[src/rtl/signal_period_meter.sv]
// signal_period_meter
//   Measures the period and the high time of a slow square wave (divider
//   output or probe comparator) in system-clock cycles. sig_in is
//   synchronised into clk. A rising edge starts a measurement. Each later
//   rising edge closes one sample and opens the next one.
//
// Ports
//   clk         system clock
//   rst_n       asynchronous active-low reset
//   sig_in      measured signal, asynchronous to clk
//   meas_en     1 = measure, 0 = abort and idle
//   period_cnt  cycles between the last two rising edges (saturating)
//   high_cnt    cycles the signal was high within that period
//   valid       one-cycle pulse when period_cnt/high_cnt are updated
//   no_signal   sticky flag: no rising edge for TIMEOUT cycles;
//               cleared by the next valid sample
module signal_period_meter #(
    parameter int CNT_WIDTH   = 24,
    parameter int TIMEOUT     = 50_000_000,
    parameter int SYNC_STAGES = 2
) (
    input  logic                 clk,
    input  logic                 rst_n,
    input  logic                 sig_in,
    input  logic                 meas_en,
    output logic [CNT_WIDTH-1:0] period_cnt,
    output logic [CNT_WIDTH-1:0] high_cnt,
    output logic                 valid,
    output logic                 no_signal
);

    localparam int TO_W = (TIMEOUT > 2) ? $clog2(TIMEOUT) : 1;
    localparam logic [TO_W-1:0]      TO_LAST = TO_W'(TIMEOUT - 1);
    localparam logic [CNT_WIDTH-1:0] CNT_MAX = '1;
    localparam logic [CNT_WIDTH-1:0] CNT_ONE = CNT_WIDTH'(1);

    typedef enum logic [1:0] {IDLE, ARM, MEASURE} state_t;

    state_t state, state_nxt;

    logic [SYNC_STAGES-1:0] sync_q;
    logic                   sig_s, sig_d;
    logic                   rise, fall;

    logic [CNT_WIDTH-1:0]   cnt, high_lat;
    logic [TO_W-1:0]        to_cnt;

    // Control strobes decoded from the FSM state
    logic active;     // ARM or MEASURE with measuring enabled
    logic start;      // first rise after arming: open a measurement
    logic capture;    // rise while measuring: close the sample, open the next one
    logic run;        // advance the cycle counter
    logic mark_fall;  // latch the high time
    logic expire;     // timeout reached with no rise this cycle
    logic to_clear;   // restart the timeout window

    // Input synchroniser and edge detection
    always_ff @(posedge clk or negedge rst_n) begin
        if (!rst_n) begin
            sync_q <= '0;
            sig_d  <= 1'b0;
        end else begin
            sync_q <= {sync_q[SYNC_STAGES-2:0], sig_in};
            sig_d  <= sig_s;
        end
    end

    assign sig_s = sync_q[SYNC_STAGES-1];
    assign rise  = sig_s & ~sig_d;
    assign fall  = ~sig_s & sig_d;

    // FSM: state register
    always_ff @(posedge clk or negedge rst_n) begin
        if (!rst_n) state <= IDLE;
        else        state <= state_nxt;
    end

    // FSM: next state. Dropping meas_en wins over everything else.
    always_comb begin
        state_nxt = state;
        case (state)
            IDLE:    if (meas_en) state_nxt = ARM;
            ARM:     if (!meas_en)   state_nxt = IDLE;
                     else if (rise)  state_nxt = MEASURE;
            MEASURE: if (!meas_en)   state_nxt = IDLE;
                     else if (rise)  state_nxt = MEASURE;
                     else if (expire) state_nxt = ARM;
            default: state_nxt = IDLE;
        endcase
    end

    // FSM: output strobes
    always_comb begin
        active    = 1'b0;
        start     = 1'b0;
        capture   = 1'b0;
        run       = 1'b0;
        mark_fall = 1'b0;
        expire    = 1'b0;
        to_clear  = 1'b0;
        case (state)
            IDLE: to_clear = meas_en;
            ARM: begin
                active = meas_en;
                start  = meas_en & rise;
            end
            MEASURE: begin
                active    = meas_en;
                capture   = meas_en & rise;
                run       = meas_en;
                mark_fall = meas_en & fall;
            end
            default: ;
        endcase
        // A rise in the final timeout cycle still counts as signal present.
        expire   = active & ~rise & (to_cnt == TO_LAST);
        to_clear = to_clear | (active & rise) | expire;
    end

    // Timeout window counter
    always_ff @(posedge clk or negedge rst_n) begin
        if (!rst_n)        to_cnt <= '0;
        else if (to_clear) to_cnt <= '0;
        else if (active)   to_cnt <= to_cnt + TO_W'(1);
    end

    // Cycle counter and high-time latch. A rise both ends the previous
    // period and begins the next one, so cnt restarts at 1.
    always_ff @(posedge clk or negedge rst_n) begin
        if (!rst_n) begin
            cnt      <= '0;
            high_lat <= '0;
        end else begin
            if (start || capture)         cnt <= CNT_ONE;
            else if (run && cnt != CNT_MAX) cnt <= cnt + CNT_ONE;

            if (start || capture) high_lat <= '0;
            else if (mark_fall)   high_lat <= cnt;
        end
    end

    // Result registers
    always_ff @(posedge clk or negedge rst_n) begin
        if (!rst_n) begin
            period_cnt <= '0;
            high_cnt   <= '0;
            valid      <= 1'b0;
            no_signal  <= 1'b0;
        end else begin
            valid <= capture;
            if (capture) begin
                period_cnt <= cnt;
                high_cnt   <= high_lat;
                no_signal  <= 1'b0;
            end else if (expire) begin
                no_signal  <= 1'b1;
            end
        end
    end

endmodule

[config.mk]
export PLATFORM = sky130hd
export DESIGN_NAME = signal_period_meter
export DESIGN_NICKNAME = d
export VERILOG_FILES = /design/src/rtl/signal_period_meter.sv
export SDC_FILE = /design/constraint.sdc
export NUM_CORES = 1
export LEC_CHECK = 0
export CORE_UTILIZATION = 51
export DETAILED_ROUTE_END_ITERATION = 6
export DONT_BUFFER_PORTS = 1
export PLACE_DENSITY = 0.66
export SYNTH_ARGS = -nofsm -noshare
export SYNTH_HDL_FRONTEND = slang
export SYNTH_SLANG_ARGS = --single-unit
[constraint.sdc]
create_clock -name clk -period 2.6 [get_ports clk]
set_input_delay 0.26 -clock clk [delete_from_list [all_inputs] [get_ports clk]]
set_output_delay 0.26 -clock clk [all_outputs]
set_load 0.01 [all_outputs]
==> results of run 1 <==
-- flip-flops by register name, summed over array words and instances (netlist names) --
signal	cells
period_cnt	24
to_cnt	26
sync_q	2
cnt	24
high_lat	24
high_cnt	24
sig_d	1
state	2
valid	1
no_signal	1
-- layer usage --
| metal | track usage [%] | wire (um) | vias up |
|---|---|---|---|
| met5 | 0 | 0 | - |
| met4 | 8.32 | 148 | 0 |
| met3 | 7.23 | 795 | 15 |
| met2 | 34.0 | 5390 | 146 |
| met1 | 31.7 | 5760 | 2020 |
| li1 | - | - | 1908 |
-- power groups by stage --
stage	sequential, mW	clock, mW	combinational [mW]
3_5_place_dp	2.21	0	0.360
4_1_cts	2.18	2.32	0.367
3_3_place_gp	2.20	0	0.342
2_1_floorplan	2.18	0	0.276
6_report	2.18	2.27	0.365
5_1_grt	2.19	2.41	0.421
-- Yosys cell counts (all sizes together) --
master / number / area, sq um
mux2: 45 / 507
a31o: 2 / 17.5
and2: 4 / 26.3
a211o: 1 / 8.76
a211oi: 2 / 15.0
nand3: 47 / 248
a21o: 1 / 7.51
a22oi: 1 / 7.51
nand4: 21 / 131
clkinv: 1 / 3.75
inv: 8 / 30.0
nand2b: 2 / 12.5
and3: 5 / 31.3
a31oi: 2 / 12.5
nor2b: 1 / 6.26
and4: 1 / 8.76
dfrtp: 129 / 3230
o21ai: 12 / 60.1
nor2: 50 / 188
o211a: 1 / 10.0
nor3b: 1 / 7.51
mux2i: 2 / 20.0
buf: 4 / 27.5
o21bai: 1 / 7.51
nor4bb: 1 / 10.0
nand2: 71 / 267
or3: 4 / 25.0
xnor2: 19 / 166
o2bb2ai: 1 / 8.76
ha: 6 / 75.1
nand3b: 1 / 7.51
o211ai: 1 / 7.51
a311oi: 1 / 8.76
o31ai: 4 / 30.0
or4: 9 / 78.8
clkbuf: 21 / 80.1
xor2: 17 / 149
a21oi: 19 / 95.1
a32oi: 1 / 8.76
nor4: 6 / 43.8
or2: 2 / 12.5
nor3: 10 / 50.1
-- repair_timing --
| item | in CTS | in global routing |
|---|---|---|
| hold endpoints to repair | 133 | 129 |
| gates resized for setup | 0 | 1 |
| endpoints found under the setup margin | 0 | 26 |
| setup buffers | 0 | 0 |
-- through the flow --
stage                     instance area [sq um]  utilization, %  hold WS, ns
after floorplan                            5750               -      -0.0356
after global placement                     5970            54.8      -0.0317
after detailed placement                   5970            54.8      -0.0323
after CTS                                  6560            60.2       -0.586
after global routing                       6560            60.3       -0.595
final                                      6560            60.3       -0.557
-- critical path, stage by stage (launching register included) --
cell and delay [ns]:
dfrtp_1 0.42, inv_1 0.09, ha_1 0.40, nand4_1 0.22, or2_2 0.38, nor3_2 0.26, o21bai_1 0.18, buf_4 0.24
nor2_1 0.08
-- final cells by class --
type                            count  area (sq um)
Timing Repair Buffer               20           155
Clock inverter                      5          77.6
Fill cell                         908          4330
Inverter                            9          33.8
Clock buffer                       24           490
Multi-Input combinational cell    375          2400
Tap cell                          140           175
Sequential cell                   129          3230
-- how the worst max path moves through the flow --
stage,startpoint,to,slack (ns),cells after the start
6_report,state[0],to_cnt[11],0.21,8
5_1_grt,cnt[0],cnt[20],0.01,6
4_1_cts,state[0],to_cnt[11],0.15,8
3_5_place_dp,state[0],to_cnt[24],0.19,8
3_3_place_gp,state[0],to_cnt[5],0.27,8
2_1_floorplan,state[0],high_cnt[14],0.37,8
-- kinds of logic (layout without fill, tap and decap cells) --
group | count (synthesis) | after routing
compound gates | 50 | 50
flops | 129 | 129
fa+ha+maj | 6 | 6
buf+inv | 34 | 58
mux | 47 | 47
simple gates | 236 | 236
xor+xnor | 36 | 36
==> results_tabular.tex, run 1 <==
\begin{tabular}{lr}
\hline
Metric & Value \\
\hline
\multicolumn{2}{l}{\textbf{Routing}} \\
Vias per std cell & 5.82 \\
Wire length per cell after detailed routing & 17.2 um \\
Number of detailed-routing iterations run before antenna repair & 5 \\
Total wire length after detailed routing & 12,100 um \\
Remaining antenna violation count & 0 \\
Number of violations reported at the end of detailed-routing iteration 0 & 304 \\
Via count & 4,089 \\
Total DRC errors in the routed layout & 0 \\
\multicolumn{2}{l}{\textbf{Worst setup path}} \\
Critical Path End Type & flip-flop \\
Origin of the critical flop-to-flop path & state[0] \\
Setup slack, reg-to-reg & 0.21 ns \\
RR Endpoint & to\_cnt[11] \\
CP Launch Type & flip-flop \\
Peak fanout along the critical path & 14 \\
Critical path required time & 2.99 ns \\
Category of the critical setup timing path & flip-flop to flip-flop \\
Critical Path AT & 2.78 ns \\
Depth of the most critical reg-to-reg path & 8 \\
\multicolumn{2}{l}{\textbf{STA}} \\
Final critical-path setup slack & 0.206 ns \\
Maximum clock skew at final layout & 0.00985 ns \\
Final Hold Violating Endpoints & 129 \\
Fin Hold WS & -0.557 ns \\
Timing-limited maximum frequency & 418 MHz \\
Setup repair after global routing missed its margin & no \\
Final worst-path cycle share & 92.1\% \\
Minimum clock period & 2.39 ns \\
Final count of negative-setup-slack endpoints & 0 \\
Setup Total Neg Slack & 0 ns \\
Tightest Pin Transition & 0.566 ns \\
Tightest slew margin relative to the limit & 61.9\% \\
Number of pins exceeding their max-slew limit in the final report & 0 \\
\multicolumn{2}{l}{\textbf{Layout}} \\
Relative area change from synthesis to final layout & 14.2\% \\
Highest-count cells in the layout ignoring fill and taps & dfrtp\_1, nand2\_1, nor2\_1, nand3\_1, mux2\_2 \\
Filler-free cell count of the finished design & 702 \\
Share of final-layout standard cells stronger than drive strength 1 & 19.4\% \\
Most common cell after layout, fill and taps aside & dfrtp\_1 \\
Net total in the final layout & 562 \\
Count of inserted antenna diode cells & 0 \\
\multicolumn{2}{l}{\textbf{Logic synthesis}} \\
Post-synthesis mux area share & 9.17\% \\
Average cell area after synthesis & 10.7 sq um \\
Count of state elements after synthesis & 129 \\
Largest family of logic cells by synthesized area & simple AND/OR/NAND/NOR gates \\
Xor and xnor area share after synthesis & 5.49\% \\
Number of nets in the synthesized netlist & 548 \\
Ys Warns & 0 \\
Netlist Area Pre-Place & 5750 sq um \\
Area fraction in and, or, nand and nor cells after synthesis & 20.1\% \\
Compound-gate portion of the synthesized area & 5.31\% \\
Register area share after synthesis & 56.2\% \\
Post-synthesis instance total & 538 \\
Adder-cell share of the synthesized area & 1.31\% \\
Unique masters post-synth & 51 \\
\multicolumn{2}{l}{\textbf{Clock network}} \\
Buffer type at the clock tree root & clkbuf\_8 \\
Maximum level of the CTS H-tree & 4 \\
TritonCTS clock tree & built \\
Maximum root-to-sink buffer count & 2 \\
Clk slew on worst S/H paths & 0.06 ns \\
Number of buffers inserted for hold repair after clock tree synthesis & 2 \\
Total number of clock tree sinks & 129 \\
Insertion delay to the later sink of the worst-skew pair & 0.52 ns \\
TritonCTS buffer count & 17 \\
\multicolumn{2}{l}{\textbf{Power and ir drop}} \\
Clock power frac & 47.2\% \\
Standby leakage power & 3.08 nW \\
Switching power share of the total & 23.3\% \\
Pwr/cell area & 734 nW/um\^{}2 \\
Maximum ir drop on the vdd rail & 330 uV \\
Sw power & 1.12 mW \\
Total Power & 4.82 mW \\
Combinational share of power & 7.6\% \\
Pint & 3.70 mW \\
Sequential share of power & 45.2\% \\
\multicolumn{2}{l}{\textbf{Status}} \\
Status & finished, violations left \\
Violations in the final reports & hold timing \\
\multicolumn{2}{l}{\textbf{Global routing}} \\
Global-route wire length before repair & 20,300 um \\
Number of antenna violations at the first check in global routing & 0 \\
Largest net degree at the start of global routing & 130 \\
Global router's overall resource usage & 23.0\% \\
Global route total overflow & 0 \\
Number of global-route vias before repair & 4,120 \\
\multicolumn{2}{l}{\textbf{Placed design}} \\
Final HPWL DP & 7950 um \\
DP Worst Slack & 0.186 ns \\
Inst Count DP & 671 \\
Weighted congestion at the end of routability-driven global placement & 0.835 \\
Count of buffers from port buffering & 0 \\
\multicolumn{2}{l}{\textbf{Floorplan}} \\
Starting utilization of the core area & 52.8\% \\
Top-level I/O count & 54 \\
Standard-cell rows & 38 \\
Core Region & 10,900 sq um \\
Die Y & 108 um \\
Die footprint & 11,700 sq um \\
Die extent in x & 108 um \\
\multicolumn{2}{l}{\textbf{Hold path}} \\
HP Class & input pin to asynchronous set/reset pin \\
\multicolumn{2}{l}{\textbf{Run}} \\
Count of maximum capacitance violations & 0 \\
\hline
\end{tabular}
(Power assumes the default switching activity.)
==> run 2, diff against run 1 <==
- ABC_AREA: default -> 1
==> results_tabular.tex, run 2 <==
\begin{tabular}{lr}
\hline
Metric & Value \\
\hline
\multicolumn{2}{l}{\textbf{Worst setup path}} \\
Depth of the most critical reg-to-reg path & 8 (unchanged) \\
Critical path's slowest cell & dfrtp\_1 (unchanged) \\
Bufs and invs on worst path & 3 (was 2) \\
Biggest cell delay along the critical path & 0.39 ns (was 0.42 ns) \\
Origin of the critical flop-to-flop path & state[0] (unchanged) \\
Critical path, cell by cell & inv\_1 -> ha\_1 -> nand2\_1 -> buf\_4 -> o21ai\_0 -> nor2\_4 -> inv\_4 -> a21oi\_1 (was inv\_1 -> ha\_1 -> nand4\_1 -> or2\_2 -> nor3\_2 -> o21bai\_1 -> buf\_4 -> nor2\_1) \\
Peak fanout along the critical path & 19 (was 14) \\
Critical path required time & 2.95 ns (was 2.99 ns) \\
RR Endpoint & to\_cnt[1] (was to\_cnt[11]) \\
Largest delay share family, worst path & buffers and inverters (was simple AND/OR/NAND/NOR gates) \\
Critical Path AT & 2.28 ns (was 2.78 ns) \\
CP Launch Type & flip-flop (unchanged) \\
Category of the critical setup timing path & flip-flop to flip-flop (unchanged) \\
Setup slack, reg-to-reg & 0.67 ns (was 0.21 ns) \\
Critical Path End Type & flip-flop (unchanged) \\
\multicolumn{2}{l}{\textbf{Floorplan}} \\
Core Region & 12,000 sq um (was 10,900 sq um) \\
Die Y & 113 um (was 108 um) \\
Die footprint & 12,700 sq um (was 11,700 sq um) \\
Top-level I/O count & 54 (unchanged) \\
Starting utilization of the core area & 52.3\% (was 52.8\%) \\
Standard-cell rows & 40 (was 38) \\
Die extent in x & 113 um (was 108 um) \\
\multicolumn{2}{l}{\textbf{Logic synthesis}} \\
Unique masters post-synth & 33 (was 51) \\
Number of flops mapped to enable cells by yosys & 0 (unchanged) \\
Average cell area after synthesis & 8.24 sq um (was 10.7 sq um) \\
Async S/R FF share, synth & 100\% (unchanged) \\
Cell types with the highest counts after synthesis & nand2\_1, dfrtp\_1, nor2\_1 (was dfrtp\_1, nand2\_1, nor2\_1) \\
Share of Yosys cell area claimed by the top area cell type & 51.6\% (was 56.2\%) \\
Netlist Area Pre-Place & 6250 sq um (was 5750 sq um) \\
Synth area leader & dfrtp\_1 (unchanged) \\
Count of state elements after synthesis & 129 (unchanged) \\
Leading cell types by total area after synthesis & dfrtp\_1, nand2\_1, nor2\_1 (was dfrtp\_1, mux2\_2, nand2\_1) \\
Library cell with the highest instance count after synthesis & nand2\_1 (was dfrtp\_1) \\
Ys Warns & 0 (unchanged) \\
Register area share after synthesis & 51.6\% (was 56.2\%) \\
Post-synthesis instance total & 759 (was 538) \\
Number of nets in the synthesized netlist & 769 (was 548) \\
Most used flip-flop cell after synthesis & dfrtp\_1 (unchanged) \\
\multicolumn{2}{l}{\textbf{Layout}} \\
Count of inserted antenna diode cells & 0 (unchanged) \\
Largest register FFs & 26 (unchanged) \\
Register area & 3230 sq um (unchanged) \\
Highest-count cells in the layout ignoring fill and taps & nand2\_1, dfrtp\_1, nor2\_1, inv\_1 (was dfrtp\_1, nand2\_1, nor2\_1, nand3\_1, mux2\_2) \\
Footprint of the multi-input gates & 2500 sq um (was 2400 sq um) \\
Net total in the final layout & 773 (was 562) \\
Share of final-layout standard cells stronger than drive strength 1 & 10.8\% (was 19.4\%) \\
Most common cell after layout, fill and taps aside & nand2\_1 (was dfrtp\_1) \\
Layout fillers & 1,079 (was 908) \\
Fin area & 6940 sq um (was 6560 sq um) \\
Relative area change from synthesis to final layout & 11.0\% (was 14.2\%) \\
Reg with most FFs & to\_cnt (unchanged) \\
\multicolumn{2}{l}{\textbf{Clock network}} \\
Number of buffers inserted for hold repair after clock tree synthesis & 1 (was 2) \\
Total number of clock tree sinks & 129 (unchanged) \\
Insertion delay to the later sink of the worst-skew pair & 0.43 ns (was 0.52 ns) \\
Clk slew on worst S/H paths & 0.06 ns (about the same) \\
Total of cells resized after clock tree synthesis & 0 (unchanged) \\
Maximum level of the CTS H-tree & 4 (unchanged) \\
TritonCTS clock tree & built (unchanged) \\
Setup Fix Bufs, Post-CTS & 0 (unchanged) \\
Buffer type at the clock tree root & clkbuf\_16 (was clkbuf\_8) \\
TritonCTS buffer count & 17 (unchanged) \\
Maximum root-to-sink buffer count & 2 (unchanged) \\
\multicolumn{2}{l}{\textbf{Routing}} \\
Remaining antenna violation count & 0 (unchanged) \\
Wire length per cell after detailed routing & 14.8 um (was 17.2 um) \\
Total DRC errors in the routed layout & 0 (unchanged) \\
Via count & 4,908 (was 4,089) \\
Number of violations reported at the end of detailed-routing iteration 0 & 400 (was 304) \\
Number of detailed-routing iterations run before antenna repair & 7 (was 5) \\
Vias per std cell & 5.32 (was 5.82) \\
Total wire length after detailed routing & 13,600 um (was 12,100 um) \\
\multicolumn{2}{l}{\textbf{Power and ir drop}} \\
Pwr/cell area & 921 nW/um\^{}2 (was 734 nW/um\^{}2) \\
Standby leakage power & 3.15 nW (was 3.08 nW) \\
Total Power & 6.39 mW (was 4.82 mW) \\
Maximum ir drop on the vdd rail & 375 uV (was 330 uV) \\
\multicolumn{2}{l}{\textbf{Hold path}} \\
HP Class & input pin to asynchronous set/reset pin (unchanged) \\
\multicolumn{2}{l}{\textbf{Status}} \\
Status & finished, violations left (unchanged) \\
Violations in the final reports & hold timing (unchanged) \\
\multicolumn{2}{l}{\textbf{STA}} \\
Tightest slew margin relative to the limit & 70.8\% (was 61.9\%) \\
Minimum clock period & 1.93 ns (was 2.39 ns) \\
Number of pins exceeding their max-slew limit in the final report & 0 (unchanged) \\
Tightest Pin Transition & 0.437 ns (was 0.566 ns) \\
Timing-limited maximum frequency & 519 MHz (was 418 MHz) \\
Setup Total Neg Slack & 0 ns (unchanged) \\
Maximum clock skew at final layout & 0.0102 ns (was 0.00985 ns) \\
Fin Hold WS & -0.469 ns (was -0.557 ns) \\
Final count of negative-setup-slack endpoints & 0 (unchanged) \\
Setup repair after global routing missed its margin & no (unchanged) \\
Final Hold Violating Endpoints & 129 (unchanged) \\
Final critical-path setup slack & 0.672 ns (was 0.206 ns) \\
Final worst-path cycle share & 74.2\% (was 92.1\%) \\
\multicolumn{2}{l}{\textbf{Placed design}} \\
Weighted congestion at the end of routability-driven global placement & 0.965 (was 0.835) \\
Count of buffers from port buffering & 0 (unchanged) \\
DP Worst Slack & 0.676 ns (was 0.186 ns) \\
Placed Area & 6350 sq um (was 5970 sq um) \\
Final HPWL DP & 9630 um (was 7950 um) \\
\multicolumn{2}{l}{\textbf{Global routing}} \\
Global-route wire length before repair & 23,000 um (was 20,300 um) \\
Largest net degree at the start of global routing & 130 (unchanged) \\
Global route total overflow & 0 (unchanged) \\
Number of global-route vias before repair & 4,669 (was 4,120) \\
Global router's overall resource usage & 23.6\% (was 23.0\%) \\
Number of antenna violations at the first check in global routing & 0 (unchanged) \\
\multicolumn{2}{l}{\textbf{Run}} \\
Count of maximum capacitance violations & 0 (unchanged) \\
\hline
\end{tabular}
==> run 2: cell count changes after synthesis, moves of 11 or more <==
cell      before  now
nand2_1       71  192
inv_1          8   94
nor2_1        50   98
mux2_2        45    0
o21ai_0       12   46
o22ai_1        0   24
o21ai_2        0   19
xnor2_1       19    3
nand4_1       21    6
a21oi_1       19    5
nand2_2        0   14
o21ai_1        0   14
clkbuf_1      20    9
==> run 2: per-stage QoR <==
step / std cells / util (%)
detailed placement: 890 / 53.1
global placement: 890 / 53.1
global route: 923 / 58.0
CTS: 923 / 58.0
finish: 923 / 58.0
floorplan: 759 / -
==> run 2: report_power, final <==
group          internal, mW  switching (mW)  total, mW
registers              2.49           0.477       2.97
clock network          1.35           0.912       2.26
logic                 0.407           0.751       1.16
==> run 2: worst max-delay path by stage <==
| stage | start | slack, ns | cells after the start | endpoint |
|---|---|---|---|---|
| 2_1_floorplan | state[0] | 0.92 | 12 | to_cnt[10] |
| 4_1_cts | state[0] | 0.65 | 8 | to_cnt[1] |
| 3_3_place_gp | state[0] | 0.72 | 8 | to_cnt[1] |
| 6_report | state[0] | 0.67 | 8 | to_cnt[1] |
| 5_1_grt | state[0] | 0.48 | 11 | to_cnt[11] |
| 3_5_place_dp | state[0] | 0.68 | 11 | to_cnt[14] |
==> run 2: worst register-to-register path, cell delays in order (launching register included) <==
cell     delay, ns
dfrtp_1       0.39
inv_1         0.08
ha_1          0.32
nand2_1       0.11
buf_4         0.21
o21ai_0       0.17
nor2_4        0.28
inv_4         0.15
a21oi_1       0.14
==> run 2: cell type report <==
cell class | count | area share (%)
Multi-Input combinational cell | 510 | 36.1
Timing Repair Buffer | 7 | 0.974
Sequential cell | 129 | 46.5
Tap cell | 147 | 2.65
Clock buffer | 18 | 6.33
Clock inverter | 14 | 1.91
Inverter | 98 | 5.52
==> run 2: layer usage <==
layer  global-route usage [%]  vias to the layer above  part of all wire (%)
li1                         -                     2415                     -
met3                     5.89                       26                   5.0
met5                        0                        -                     0
met4                     14.2                        0                   2.8
met1                     29.0                     2324                    45
met2                     37.9                      143                    48
==> run 2: kinds of logic after synthesis <==
logic type / after synthesis / share of synthesized area, %
adder cells (fa/ha/maj): 6 / 1.20
flip-flops: 129 / 51.6
XOR/XNOR: 21 / 2.94
AND/OR/NAND/NOR: 374 / 25.4
buffers and inverters: 120 / 8.33
AO/OA/AOI/OAI: 109 / 10.5
==> run 3, diff against run 2 <==
- ABC_AREA: 1 -> 0
- PLACE_DENSITY: 0.66 -> 0.69
- clock period: 2.6 -> 1.6 ns (I/O delays scaled with it)
==> results_tabular.tex, run 3 (synthesis gave the netlist of run 1 again) <==
\begin{tabular}{lr}
\hline
Metric & Value \\
\hline
\multicolumn{2}{l}{\textbf{Routing}} \\
Met3 wire length & 1510 um (was 686 um) \\
Total wire length after detailed routing & 19,600 um (was 13,600 um) \\
Wire length per cell after detailed routing & 23.0 um (was 14.8 um) \\
Number of detailed-routing iterations run before antenna repair & 5 (was 7) \\
Number of violations reported at the end of detailed-routing iteration 0 & 572 (was 400) \\
Detailed-routed wire length on met2 & 9570 um (was 6490 um) \\
Remaining antenna violation count & 0 (unchanged) \\
Via count & 5,181 (was 4,908) \\
Vias per std cell & 6.09 (was 5.32) \\
Met1 Routed Length & 7700 um (was 6080 um) \\
Highest metal used & met4 (unchanged) \\
Total DRC errors in the routed layout & 0 (unchanged) \\
\multicolumn{2}{l}{\textbf{Layout}} \\
Reg with most FFs & to\_cnt (unchanged) \\
Count of inserted antenna diode cells & 0 (unchanged) \\
Share of final-layout standard cells stronger than drive strength 1 & 52.0\% (was 10.8\%) \\
Relative area change from synthesis to final layout & 55.1\% (was 11.0\%) \\
Layout fillers & 528 (was 1,079) \\
Net total in the final layout & 708 (was 773) \\
Highest-count cells in the layout ignoring fill and taps & dfrtp\_1, buf\_4, nor2\_1, mux2\_4, nand2\_1 (was nand2\_1, dfrtp\_1, nor2\_1, inv\_1) \\
Largest register FFs & 26 (unchanged) \\
Most common cell after layout, fill and taps aside & dfrtp\_1 (was nand2\_1) \\
\multicolumn{2}{l}{\textbf{STA}} \\
Final worst-path cycle share & 138\% (was 74.2\%) \\
Tightest Pin Transition & 0.547 ns (was 0.437 ns) \\
Setup repair after global routing missed its margin & yes (was no) \\
Final critical-path setup slack & -0.611 ns (was 0.672 ns) \\
Maximum clock skew at final layout & 0.0112 ns (was 0.0102 ns) \\
Tightest slew margin relative to the limit & 63.5\% (was 70.8\%) \\
Fin Hold WS & -0.681 ns (was -0.469 ns) \\
Setup Total Neg Slack & -27.53 ns (was 0 ns) \\
Final count of negative-setup-slack endpoints & 119 (was 0) \\
Number of pins exceeding their max-slew limit in the final report & 0 (unchanged) \\
Timing-limited maximum frequency & 452 MHz (was 519 MHz) \\
Final Hold Violating Endpoints & 129 (unchanged) \\
Minimum clock period & 2.21 ns (was 1.93 ns) \\
\multicolumn{2}{l}{\textbf{Worst setup path}} \\
Peak fanout along the critical path & 4 (was 19) \\
Critical Path End Type & flip-flop (unchanged) \\
Depth of the most critical reg-to-reg path & 10 (was 8) \\
Category of the critical setup timing path & flip-flop to flip-flop (unchanged) \\
Critical path required time & 2.05 ns (was 2.95 ns) \\
CP Launch Type & flip-flop (unchanged) \\
Critical Path AT & 2.67 ns (was 2.28 ns) \\
\multicolumn{2}{l}{\textbf{Floorplan}} \\
Top-level I/O count & 54 (unchanged) \\
Core Region & 10,900 sq um (was 12,000 sq um) \\
Die footprint & 11,700 sq um (was 12,700 sq um) \\
Die extent in x & 108 um (was 113 um) \\
Starting utilization of the core area & 52.8\% (was 52.3\%) \\
Die Y & 108 um (was 113 um) \\
Standard-cell rows & 38 (was 40) \\
\multicolumn{2}{l}{\textbf{Placed design}} \\
Final HPWL DP & 9380 um (was 9630 um) \\
DP Worst Slack & -0.394 ns (was 0.676 ns) \\
Count of buffers from port buffering & 0 (unchanged) \\
Weighted congestion at the end of routability-driven global placement & 0.873 (was 0.965) \\
\multicolumn{2}{l}{\textbf{Global routing}} \\
Global-route wire length before repair & 28,000 um (was 23,000 um) \\
Global router's overall resource usage & 32.6\% (was 23.6\%) \\
Largest net degree at the start of global routing & 130 (unchanged) \\
Number of antenna violations at the first check in global routing & 0 (unchanged) \\
Global route total overflow & 0 (unchanged) \\
Number of global-route vias before repair & 5,092 (was 4,669) \\
\multicolumn{2}{l}{\textbf{Clock network}} \\
Clk slew on worst S/H paths & 0.06 ns (about the same) \\
TritonCTS clock tree & built (unchanged) \\
Insertion delay to the later sink of the worst-skew pair & 0.54 ns (was 0.43 ns) \\
Number of buffers inserted for hold repair after clock tree synthesis & 2 (was 1) \\
Total number of clock tree sinks & 129 (unchanged) \\
TritonCTS buffer count & 17 (unchanged) \\
Buffer type at the clock tree root & clkbuf\_8 (was clkbuf\_16) \\
Maximum level of the CTS H-tree & 4 (unchanged) \\
Maximum root-to-sink buffer count & 2 (unchanged) \\
\multicolumn{2}{l}{\textbf{Power and ir drop}} \\
Maximum ir drop on the vdd rail & 940 uV (was 375 uV) \\
Pwr/cell area & 986 nW/um\^{}2 (was 921 nW/um\^{}2) \\
Standby leakage power & 4.43 nW (was 3.15 nW) \\
\multicolumn{2}{l}{\textbf{Status}} \\
Status & finished, violations left (unchanged) \\
Violations in the final reports & hold timing, setup timing (was hold timing) \\
\multicolumn{2}{l}{\textbf{Run}} \\
Count of maximum capacitance violations & 0 (unchanged) \\
\multicolumn{2}{l}{\textbf{Hold path}} \\
HP Class & input pin to asynchronous set/reset pin (unchanged) \\
\hline
\end{tabular}
## run 3: area by class of cell
type / instances / area [sq um] / area share, %
clock buffer: 21 / 459 / 5.15
clock inverter: 11 / 128 / 1.43
timing repair buffer: 162 / 1600 / 17.9
inverter: 9 / 46.3 / 0.520
tap: 140 / 175 / 1.97
multi-input combinational: 379 / 3280 / 36.8
sequential: 129 / 3230 / 36.2
## run 3: timing repair
item / 4_1_cts / 5_1_grt
gates cloned: 13 / 1
endpoints found under the hold margin: 135 / 129
endpoints found under the setup margin: 92 / 120
pin swaps: 72 / 56
resized for setup: 135 / 61
buffers inserted: 31 / 25
## run 3: metal layers
| metal | vias to the layer above | global-route usage (%) |
|---|---|---|
| met5 | - | 0 |
| li1 | 2215 | - |
| met2 | 263 | 53.0 |
| met4 | 0 | 14.2 |
| met3 | 78 | 8.20 |
| met1 | 2625 | 41.3 |
## run 3: worst paths after layout
| path | start | to | slack (ns) |
|---|---|---|---|
| max | cnt[0] | cnt[19] | -0.61 |
| min | rst_n | high_lat[12] | -0.68 |
| max reg2reg | cnt[0] | cnt[19] | -0.61 |
| min reg2reg | sync_q[0] | sync_q[1] | 0.36 |
| max in group asynchronous | rst_n | to_cnt[25] | 2.12 |
| min in group clk | meas_en | cnt[12] | 0.06 |
## run 3: metrics by stage
| step | power (mW) | cells | instance area (sq um) | utilization, % | hold WS (ns) |
|---|---|---|---|---|---|
| detailed placement | 4.39 | 753 | 6920 | 63.5 | -0.133 |
| finish | 8.79 | 851 | 8910 | 81.8 | -0.681 |
| global route | 9.05 | 851 | 8910 | 81.8 | -0.710 |
| floorplan | 4.14 | 538 | 6220 | - | -0.136 |
| CTS | 8.57 | 830 | 8540 | 78.4 | -0.701 |
| global placement | 4.37 | 753 | 6920 | 63.5 | -0.132 |
## run 3: critical path, stage by stage (launching register included)
cell and delay, ns:
dfrtp_1 0.39, ha_2 0.19, nand4_1 0.15, buf_4 0.21, buf_6 0.11, nor4_4 0.35, buf_4 0.18, a211o_1 0.18
buf_4 0.14, o31ai_2 0.05, a21oi_1 0.17
## run 3: power by group
group	switching (mW)	leakage [nW]	internal [mW]
clock network	1.49	0.281	2.35
logic	0.759	2.36	0.662
registers	0.134	1.79	3.39
